<file path="src/rtl/exp5_detector_jogada_pkg.sv">
`default_nettype none
// ============================================================================
// Module : exp5_detector_jogada_pkg
// Brief  : Shared state codes and default sizing for the play detector.
// Rev    : 1.0 - initial release
// ============================================================================
package exp5_detector_jogada_pkg;

  localparam int N_BOTOES_PADRAO        = 4;
  localparam int DEBOUNCE_CICLOS_PADRAO = 50000;
  localparam int CW_PADRAO              = 16;

  // Codes are visible on db_estado, so their values are fixed explicitly.
  typedef enum logic [2:0] {
    OCIOSO       = 3'd0,
    FILTRA_PRESS = 3'd1,
    EMITE        = 3'd2,
    REJEITA      = 3'd3,
    PRESSIONADO  = 3'd4,
    FILTRA_SOLTA = 3'd5
  } estado_t;

endpackage
`default_nettype wire

</file>
<file path="src/rtl/exp5_detector_jogada_if.sv">
`default_nettype none
// ============================================================================
// Module : exp5_detector_jogada_if
// Brief  : Button panel in, play event out, plus debug state code.
// Rev    : 1.0 - initial release
// ============================================================================
interface exp5_detector_jogada_if #(
  parameter int N_BOTOES = 4
);

  logic [N_BOTOES-1:0] botoes;
  logic                jogada;
  logic [N_BOTOES-1:0] jogada_valor;
  logic                multipla;
  logic [2:0]          db_estado;

  // Panel / consumer side: drives buttons, observes events.
  modport master (
    output botoes,
    input  jogada,
    input  jogada_valor,
    input  multipla,
    input  db_estado
  );

  // Detector side.
  modport slave (
    input  botoes,
    output jogada,
    output jogada_valor,
    output multipla,
    output db_estado
  );

endinterface
`default_nettype wire

</file>
<file path="src/rtl/exp5_detector_jogada_sincronizador.sv">
`default_nettype none
// ============================================================================
// Module : exp5_sincronizador
// Brief  : WIDTH-bit two-flop synchroniser with synchronous reset.
// Rev    : 1.0 - initial release
// ============================================================================
module exp5_sincronizador #(
  parameter int WIDTH = 4
) (
  input  wire logic             clock,
  input  wire logic             reset,
  input  wire logic [WIDTH-1:0] d,
  output logic      [WIDTH-1:0] q
);

  logic [WIDTH-1:0] r_s1;
  logic [WIDTH-1:0] r_s2;

  // Two-stage capture of the asynchronous button levels.
  always_ff @(posedge clock) begin
    if (reset) begin
      r_s1 <= '0;
      r_s2 <= '0;
    end else begin
      r_s1 <= d;
      r_s2 <= r_s1;
    end
  end

  assign q = r_s2;

endmodule
`default_nettype wire

</file>
<file path="src/rtl/exp5_detector_jogada.sv">
`default_nettype none
// ============================================================================
// Module : exp5_detector_jogada
// Brief  : Synchronises and debounces panel buttons; emits one jogada pulse
//          per accepted single-button press, multipla for chorded presses.
// Rev    : 1.0 - initial release
// ============================================================================
module exp5_detector_jogada
  import exp5_detector_jogada_pkg::*;
#(
  parameter int N_BOTOES        = N_BOTOES_PADRAO,
  parameter int DEBOUNCE_CICLOS = DEBOUNCE_CICLOS_PADRAO,
  parameter int CW              = CW_PADRAO
) (
  input wire logic                clock,
  input wire logic                reset,
  exp5_detector_jogada_if.slave   bus
);

  localparam logic [CW-1:0]       c_limite = CW'(DEBOUNCE_CICLOS - 1);
  localparam logic [CW-1:0]       c_um_cnt = CW'(1);
  localparam logic [N_BOTOES-1:0] c_um_pad = N_BOTOES'(1);

  estado_t             r_estado;
  estado_t             w_estado_prox;
  logic [CW-1:0]       r_cnt;
  logic [CW-1:0]       w_cnt_prox;
  logic [N_BOTOES-1:0] r_padrao;
  logic [N_BOTOES-1:0] w_padrao_prox;
  logic [N_BOTOES-1:0] r_valor;
  logic [N_BOTOES-1:0] w_valor_prox;
  logic [N_BOTOES-1:0] w_s2;
  logic                w_um_hot;

  exp5_sincronizador #(
    .WIDTH (N_BOTOES)
  ) u_sinc (
    .clock (clock),
    .reset (reset),
    .d     (bus.botoes),
    .q     (w_s2)
  );

  // Exactly one bit set in the stored pattern.
  assign w_um_hot = (r_padrao != '0) && ((r_padrao & (r_padrao - c_um_pad)) == '0);

  // State, debounce counter, stored pattern and accepted code registers.
  always_ff @(posedge clock) begin
    if (reset) begin
      r_estado <= OCIOSO;
      r_cnt    <= '0;
      r_padrao <= '0;
      r_valor  <= '0;
    end else begin
      r_estado <= w_estado_prox;
      r_cnt    <= w_cnt_prox;
      r_padrao <= w_padrao_prox;
      r_valor  <= w_valor_prox;
    end
  end

  // Next-state and datapath updates; counter is cleared on every FILTRA_* entry
  // and compared before incrementing, so it never wraps.
  always_comb begin
    w_estado_prox = r_estado;
    w_cnt_prox    = r_cnt;
    w_padrao_prox = r_padrao;
    w_valor_prox  = r_valor;
    case (r_estado)
      OCIOSO: begin
        if (w_s2 != '0) begin
          w_padrao_prox = w_s2;
          w_cnt_prox    = '0;
          w_estado_prox = FILTRA_PRESS;
        end
      end
      FILTRA_PRESS: begin
        if (w_s2 == '0) begin
          w_estado_prox = OCIOSO;
        end else if (w_s2 != r_padrao) begin
          // Pattern changed while bouncing: restart filtering on the new one.
          w_padrao_prox = w_s2;
          w_cnt_prox    = '0;
        end else if (r_cnt == c_limite) begin
          if (w_um_hot) begin
            w_valor_prox  = r_padrao;
            w_estado_prox = EMITE;
          end else begin
            w_estado_prox = REJEITA;
          end
        end else begin
          w_cnt_prox = r_cnt + c_um_cnt;
        end
      end
      EMITE:   w_estado_prox = PRESSIONADO;
      REJEITA: w_estado_prox = PRESSIONADO;
      PRESSIONADO: begin
        // Extra buttons while held are ignored; only a full release matters.
        if (w_s2 == '0) begin
          w_cnt_prox    = '0;
          w_estado_prox = FILTRA_SOLTA;
        end
      end
      FILTRA_SOLTA: begin
        if (w_s2 != '0) begin
          w_estado_prox = PRESSIONADO;
        end else if (r_cnt == c_limite) begin
          w_estado_prox = OCIOSO;
        end else begin
          w_cnt_prox = r_cnt + c_um_cnt;
        end
      end
      default: w_estado_prox = OCIOSO;
    endcase
  end

  // Moore outputs decoded from the state register.
  assign bus.jogada       = (r_estado == EMITE);
  assign bus.multipla     = (r_estado == REJEITA);
  assign bus.jogada_valor = r_valor;
  assign bus.db_estado    = r_estado;

endmodule
`default_nettype wire

</file>
<file path="src/flat_wrapper.sv">
// flat-port wrapper written by rule: the top's interface ports become plain ports
module exp5_detector_jogada_flat import exp5_detector_jogada_pkg::*;
#(
  parameter int N_BOTOES        = N_BOTOES_PADRAO,
  parameter int DEBOUNCE_CICLOS = DEBOUNCE_CICLOS_PADRAO,
  parameter int CW              = CW_PADRAO
)
  (clock, reset, bus_botoes, bus_jogada, bus_jogada_valor, bus_multipla, bus_db_estado);
  exp5_detector_jogada_if #(.N_BOTOES(N_BOTOES)) bus_i ();
  input wire logic clock;
  input wire logic reset;
  input wire logic [$bits(bus_i.botoes)-1:0] bus_botoes;
  output wire logic [$bits(bus_i.jogada)-1:0] bus_jogada;
  output wire logic [$bits(bus_i.jogada_valor)-1:0] bus_jogada_valor;
  output wire logic [$bits(bus_i.multipla)-1:0] bus_multipla;
  output wire logic [$bits(bus_i.db_estado)-1:0] bus_db_estado;
  assign bus_i.botoes = bus_botoes;
  assign bus_jogada = bus_i.jogada;
  assign bus_jogada_valor = bus_i.jogada_valor;
  assign bus_multipla = bus_i.multipla;
  assign bus_db_estado = bus_i.db_estado;
  exp5_detector_jogada #(.N_BOTOES(N_BOTOES), .DEBOUNCE_CICLOS(DEBOUNCE_CICLOS), .CW(CW)) u_core (.clock(clock), .reset(reset), .bus(bus_i));
endmodule
</file>
<file path="config.mk">
export PLATFORM = sky130hd
export DESIGN_NAME = exp5_detector_jogada_flat
export DESIGN_NICKNAME = d
export VERILOG_FILES = /design/src/rtl/exp5_detector_jogada_pkg.sv /design/src/rtl/exp5_detector_jogada_if.sv /design/src/rtl/exp5_detector_jogada_sincronizador.sv /design/src/rtl/exp5_detector_jogada.sv /design/src/flat_wrapper.sv
export SDC_FILE = /design/constraint.sdc
export NUM_CORES = 1
export LEC_CHECK = 0
export BUFFER_PORTS_ARGS = -buffer_cell sky130_fd_sc_hd__buf_4
export CAP_MARGIN = 20
export CORE_ASPECT_RATIO = 2
export CORE_MARGIN = 3
export CORE_UTILIZATION = 45
export CTS_CLUSTER_SIZE = 16
export DETAILED_ROUTE_END_ITERATION = 8
export PLACE_DENSITY_LB_ADDON = 0.3
export SYNTH_ARGS = -nofsm -noshare
export SYNTH_HDL_FRONTEND = slang
export SYNTH_HIERARCHICAL = 1
export SYNTH_SLANG_ARGS = --single-unit
</file>
<file path="constraint.sdc">
create_clock -name clock -period 2.3 [get_ports clock]
set_input_delay 0.115 -clock clock [delete_from_list [all_inputs] [get_ports clock]]
set_output_delay 0.115 -clock clock [all_outputs]
set_load 0.1 [all_outputs]
</file>
Yosys cells after proc, flatten, opt, wreduce, memory -nomap -nowiden:

Cells that the tools add are included.
W data, S select, Z words.

* logic and storage cells: 59
* input port bits: 6
* output and inout bits: 9
* register bits: 35

* bitwise operators: 3
* add/sub/neg operators: 2
* equal/unequal tests: 15
* muxes and demuxes: 20
* reduce and logical (&&, ||, !) cells: 13

Operator list (number)
* $mux W16: 6
* $pmux W16 S4: 1
* $mux W3: 7
* $add A16 B1 Y16 const B: 1
* $eq A16 B16 Y1 const B: 1
* $pmux W3 S5: 1
* $reduce_and A5 Y1: 3
* $mux W4: 3
* $reduce_bool A4 Y1: 3
* $logic_not A4 Y1: 2
* $pmux W4 S2: 1
* $eq A3 B2 Y1 const B: 2
* $eq A3 B3 Y1 const B: 2
* $ne A2 B1 Y1 const B: 3
* $ne A3 B1 Y1 const B: 2
* $and A4 B4 Y4: 1
* $ne A2 B2 Y1 const B: 2
* $ne A4 B4 Y1: 1
* $reduce_and A4 Y1: 1
* $sub A4 B1 Y4 const B: 1
* $eq A3 B1 Y1 const B: 1
* $logic_not A3 Y1: 1
* $ne A3 B2 Y1 const B: 1
* $not A1 Y1: 2
* other kinds (4): 4

Logic depth before layout (Yosys ltp):

* depth after elaboration: 9
* gate-level depth with buffers: 7
* gate-level depth less buffers: 6

Cells and area by module:

Netlist, hierarchy kept.

Modules (own cells, without submodules)
* exp5_detector_jogada: area each 1382.6 um^2, seq. area each 540.5 um^2, cells an instance 160, times used 1
* exp5_sincronizador: area each 210.2 um^2, seq. area each 160.2 um^2, cells an instance 16, times used 1

Worst setup path before layout:

OpenSTA, ideal clock, no wires.

* path type: reg2out
* start: register u_core.r_estado[0] (netlist: u_core/bus.db_estado[0])
* end: output port bus_multipla
* setup slack: -0.389 ns
* data required time: 2.185 ns
* stages on the path, launching flop included: 4
* data arrival time: 2.574 ns
* cells stage by stage: dfxtp_1 > clkbuf_1 > inv_1 > nor2_1

* longest elaborated chain between the ends: 1

Ends and longest elaborated chain
* start: declaration: line exp5_detector_jogada.sv:24 `estado_t r_estado;`
* start signal: assignment: line exp5_detector_jogada.sv:55 `r_estado <= w_estado_prox;`
* $eq A3 B2 Y1: line exp5_detector_jogada.sv:119 `assign bus.multipla = (r_estado == REJEITA);`
* end: declaration: line flat_wrapper.sv:15 `output wire logic [$bits(bus_i.multipla)-1:0] bus_multipla;`

Every way passes these cells.

Final worst setup path:

* start: register u_core.r_padrao[1]
* end: register u_core.r_valor[1] (netlist: u_core/bus.jogada_valor[1])

* longest elaborated chain between the ends: 5
* elaborated cells between the ends (all ways): 8
* classes of those cells: add/sub: 1; eq/ne: 1; bitwise: 2; reduce/logical: 4

Ends and longest elaborated chain
* start: declaration: line exp5_detector_jogada.sv:28 `logic [N_BOTOES-1:0] r_padrao;`
* start signal: assignment: line exp5_detector_jogada.sv:57 `r_padrao <= w_padrao_prox;`
* $sub A4 B1 Y4: line exp5_detector_jogada.sv:45 `assign w_um_hot = (r_padrao != '0) && ((r_padrao & (r_padrao - c_um_pad)) == '0);`
* $and A4 B4 Y4: line exp5_detector_jogada.sv:45
* $logic_not A4 Y1: line exp5_detector_jogada.sv:45
* $logic_and A1 B1 Y1: line exp5_detector_jogada.sv:45
* $reduce_and A5 Y1 (no line)
* end signal: assignment: line exp5_detector_jogada.sv:58 `r_valor <= w_valor_prox;`
* end: declaration: line exp5_detector_jogada.sv:30 `logic [N_BOTOES-1:0] r_valor;`

Several ways; a longest one is shown, not always the timed one.
A chain may end at the register's enable or synchronous reset.

==> flow_summary.ini <==
[critical_path]
start_kind = register
arrival_ps = 2190
crit_type = register to register
cp_slowest_cell = nor4_1
crit_path_cell_trace = xor2_1 -> nor4_1 -> and4bb_1 -> mux2i_1 -> nor2_1
end_kind = register
cpPeakStageDelay_ps = 590
path_max_fanout = 6
required_ps = 2480
rrSetupSlack_ps = 280

[clock_tree]
hold_buffers = 0
cts_sinks = 35
h-tree-depth = 2
cts_buffers = 5
tritoncts = yes
postCtsSetupBuffers = 0
clockBufferDepth = 2
clk_latency_ps = 280
postCtsResizedCells = 0
root_buffer = clkbuf_8
path_clk_slew_ps = 70

[layout]
num_antenna_cells = 0
multi_input_area_sq_um = 845
syn_to_final_growth_pct = 15.0
drive_above_1_share = 0.159
register_area_sq_um = 702
num-fill-cells = 319
final_util = 0.542
instances_no_fill = 227
finalNetCount = 202

[power_and_ir_drop]
power_density_mw_per_mm2 = 655
leakagePower_uw = 0.000678
total_power_uw = 1200
vdd_drop_max_uv = 441

[logic_synthesis]
synth_nets = 183
ys_top_cells_by_area = dfxtp_1 44%, xnor2_1 8.8%, nor2_1 7.5%, mux2i_1 5.7%, nor2b_1 3.5%
ys_ff_latch = 35
synth_commonest_cells = 35 x dfxtp_1, 32 x nor2_1, 16 x xnor2_1
ys_seq_area_frac = 0.440
synth_largest_area_cell = dfxtp_1
yosysTopAreaCellShare = 0.440
ys_types = 34
syn_area_per_cell_sq_um = 9.05
ys.flop_type = dfxtp_1
yosysWarnings = 6
ys_async_sr_fraction = 0
synth_edf_count = 0
synthMostInstantiatedCell = dfxtp_1
syn_area_sq_mm = 0.00159
synthCells = 176

[run_status]
status = finished, final reports clean

[die]
core_sq_mm = 0.00338
die-area_sq_mm = 0.00433
start_util = 0.471
fp.dieW_um = 48.1
die_height_um = 90.1
num_rows = 30
num_io_pins = 15

[sta]
finalSetupViolCount = 0
finalCritPeriodShare = 0.876
report.final.slew_viol_count = 0
fmax_mhz = 496
period_needed_ps = 2020
finalSetupTns_ps = 0
finalClockSkew_ps = 10.2
relSlewSlack = 0.572
tightest_slew_ps = 636
rsz0062_at_grt = no
hold_viol = 0

[global_route]
grt_pass1_vias = 1295
gr-usage-all-layers = 0.178
grt_overflow = 0
grt_pass1_wl_mm = 5.58
grt_start_max_net_pins = 21
antenna_found_initial = 0

[route]
ant_nets = 0
drt_pre_antenna_iters = 5
drt_iter0_drc = 31
routed_via_density = 5.71
wl_per_cell_um = 14.9
num_vias = 1296
postRouteWirelength_mm = 3.38
route.detailed.drc = 0

[place]
dp_hpwl_mm = 2.57
portBuffers = 14
gp_congestion = 0.814
dpl.cell_count = 219

[hold_path]
hold_class = primary input to register

[job]
cap_viol_max_count = 0
-- where the power goes --
group          switching (uW)  total, uW  internal (uW)  leakage (uW)
Sequential               18.4        638            620      0.000285
Combinational            73.7        123           49.1      0.000347
Clock                     203        438            235     0.0000470
-- placed cells by master, fill, tap and decap left out, types with 4 or more instances in the layout --
master | Yosys | final
dfxtp_1 | 35 | 34
a21oi_1 | 4 | 4
nor2b_1 | 9 | 9
inv_1 | 4 | 4
nor3_1 | 7 | 7
nand3_1 | 8 | 8
mux2i_1 | 9 | 9
xor2_1 | 5 | 5
nor2_1 | 32 | 30
buf_4 | 0 | 19
nand2_1 | 9 | 9
xnor2_1 | 16 | 16
nor4b_1 | 4 | 4
nor4_1 | 6 | 6
clkbuf_8 | 0 | 6
-- worst paths after layout --
| path | from | endpoint | cells after the start |
|---|---|---|---|
| hold reg to reg | u_core/u_sinc/r_s1[2] | u_core/u_sinc/q[2] | 1 |
| hold / removal | bus_botoes[0] | u_core/u_sinc/r_s1[0] | 2 |
| setup / recovery | u_core/r_padrao[1] | u_core/bus.jogada_valor[1] | 5 |
| setup reg to reg | u_core/r_padrao[1] | u_core/bus.jogada_valor[1] | 5 |
-- registers in the layout, summed over array words and instances, names as in the netlist --
signal / flops
u_core/u_sinc/q: 4
u_core/bus.jogada_valor: 4
u_core/r_cnt: 16
u_core/bus.db_estado: 3
u_core/u_sinc/r_s1: 4
u_core/r_padrao: 4
-- layer usage --
layer  share of wire  vias to the layer above  GRT usage
li1                -                      642          -
met1            0.34                      607      0.153
met2            0.60                       36      0.327
met3           0.030                       11     0.0381
met4           0.032                        0     0.0989
met5               0                        -          0
-- cell type report --
type	count	area share
Tap cell	32	0.0219
Timing Repair Buffer	19	0.0779
Clock inverter	1	0.00273
Inverter	4	0.00820
Clock buffer	6	0.0451
Sequential cell	35	0.383
Multi-Input combinational cell	130	0.461
-- logic make-up (layout without fill, tap and decap cells) --
| logic type | after synthesis | count (layout) | synth area share |
|---|---|---|---|
| adder cells (fa/ha/maj) | 1 | 1 | 0.00785 |
| AND/OR/NAND/NOR | 89 | 89 | 0.307 |
| XOR/XNOR | 21 | 21 | 0.115 |
| multiplexers | 9 | 9 | 0.0566 |
| buffers and inverters | 11 | 30 | 0.0330 |
| flip-flops | 35 | 35 | 0.440 |
| AO/OA/AOI/OAI | 10 | 10 | 0.0401 |
-- critical path: cells and delay by family (launching register included) --
| kind | cells | cell delay, ps |
|---|---|---|
| XOR/XNOR | 1 | 110 |
| AND/OR/NAND/NOR | 3 | 1080 |
| multiplexers | 1 | 230 |
| flip-flops | 1 | 490 |
-- metrics by stage --
| step | setup slack [ps] | hold slack (ps) | cell area (sq um) |
|---|---|---|---|
| finish | 284 | 55.7 | 1830 |
| CTS | 167 | 49.2 | 1820 |
| detailed placement | 189 | 344 | 1740 |
| global route | 124 | 53.3 | 1830 |
| floorplan | 7.34 | 187 | 1600 |
| global placement | 258 | 328 | 1740 |
No activity file was read; power rests on OpenSTA's default activity.
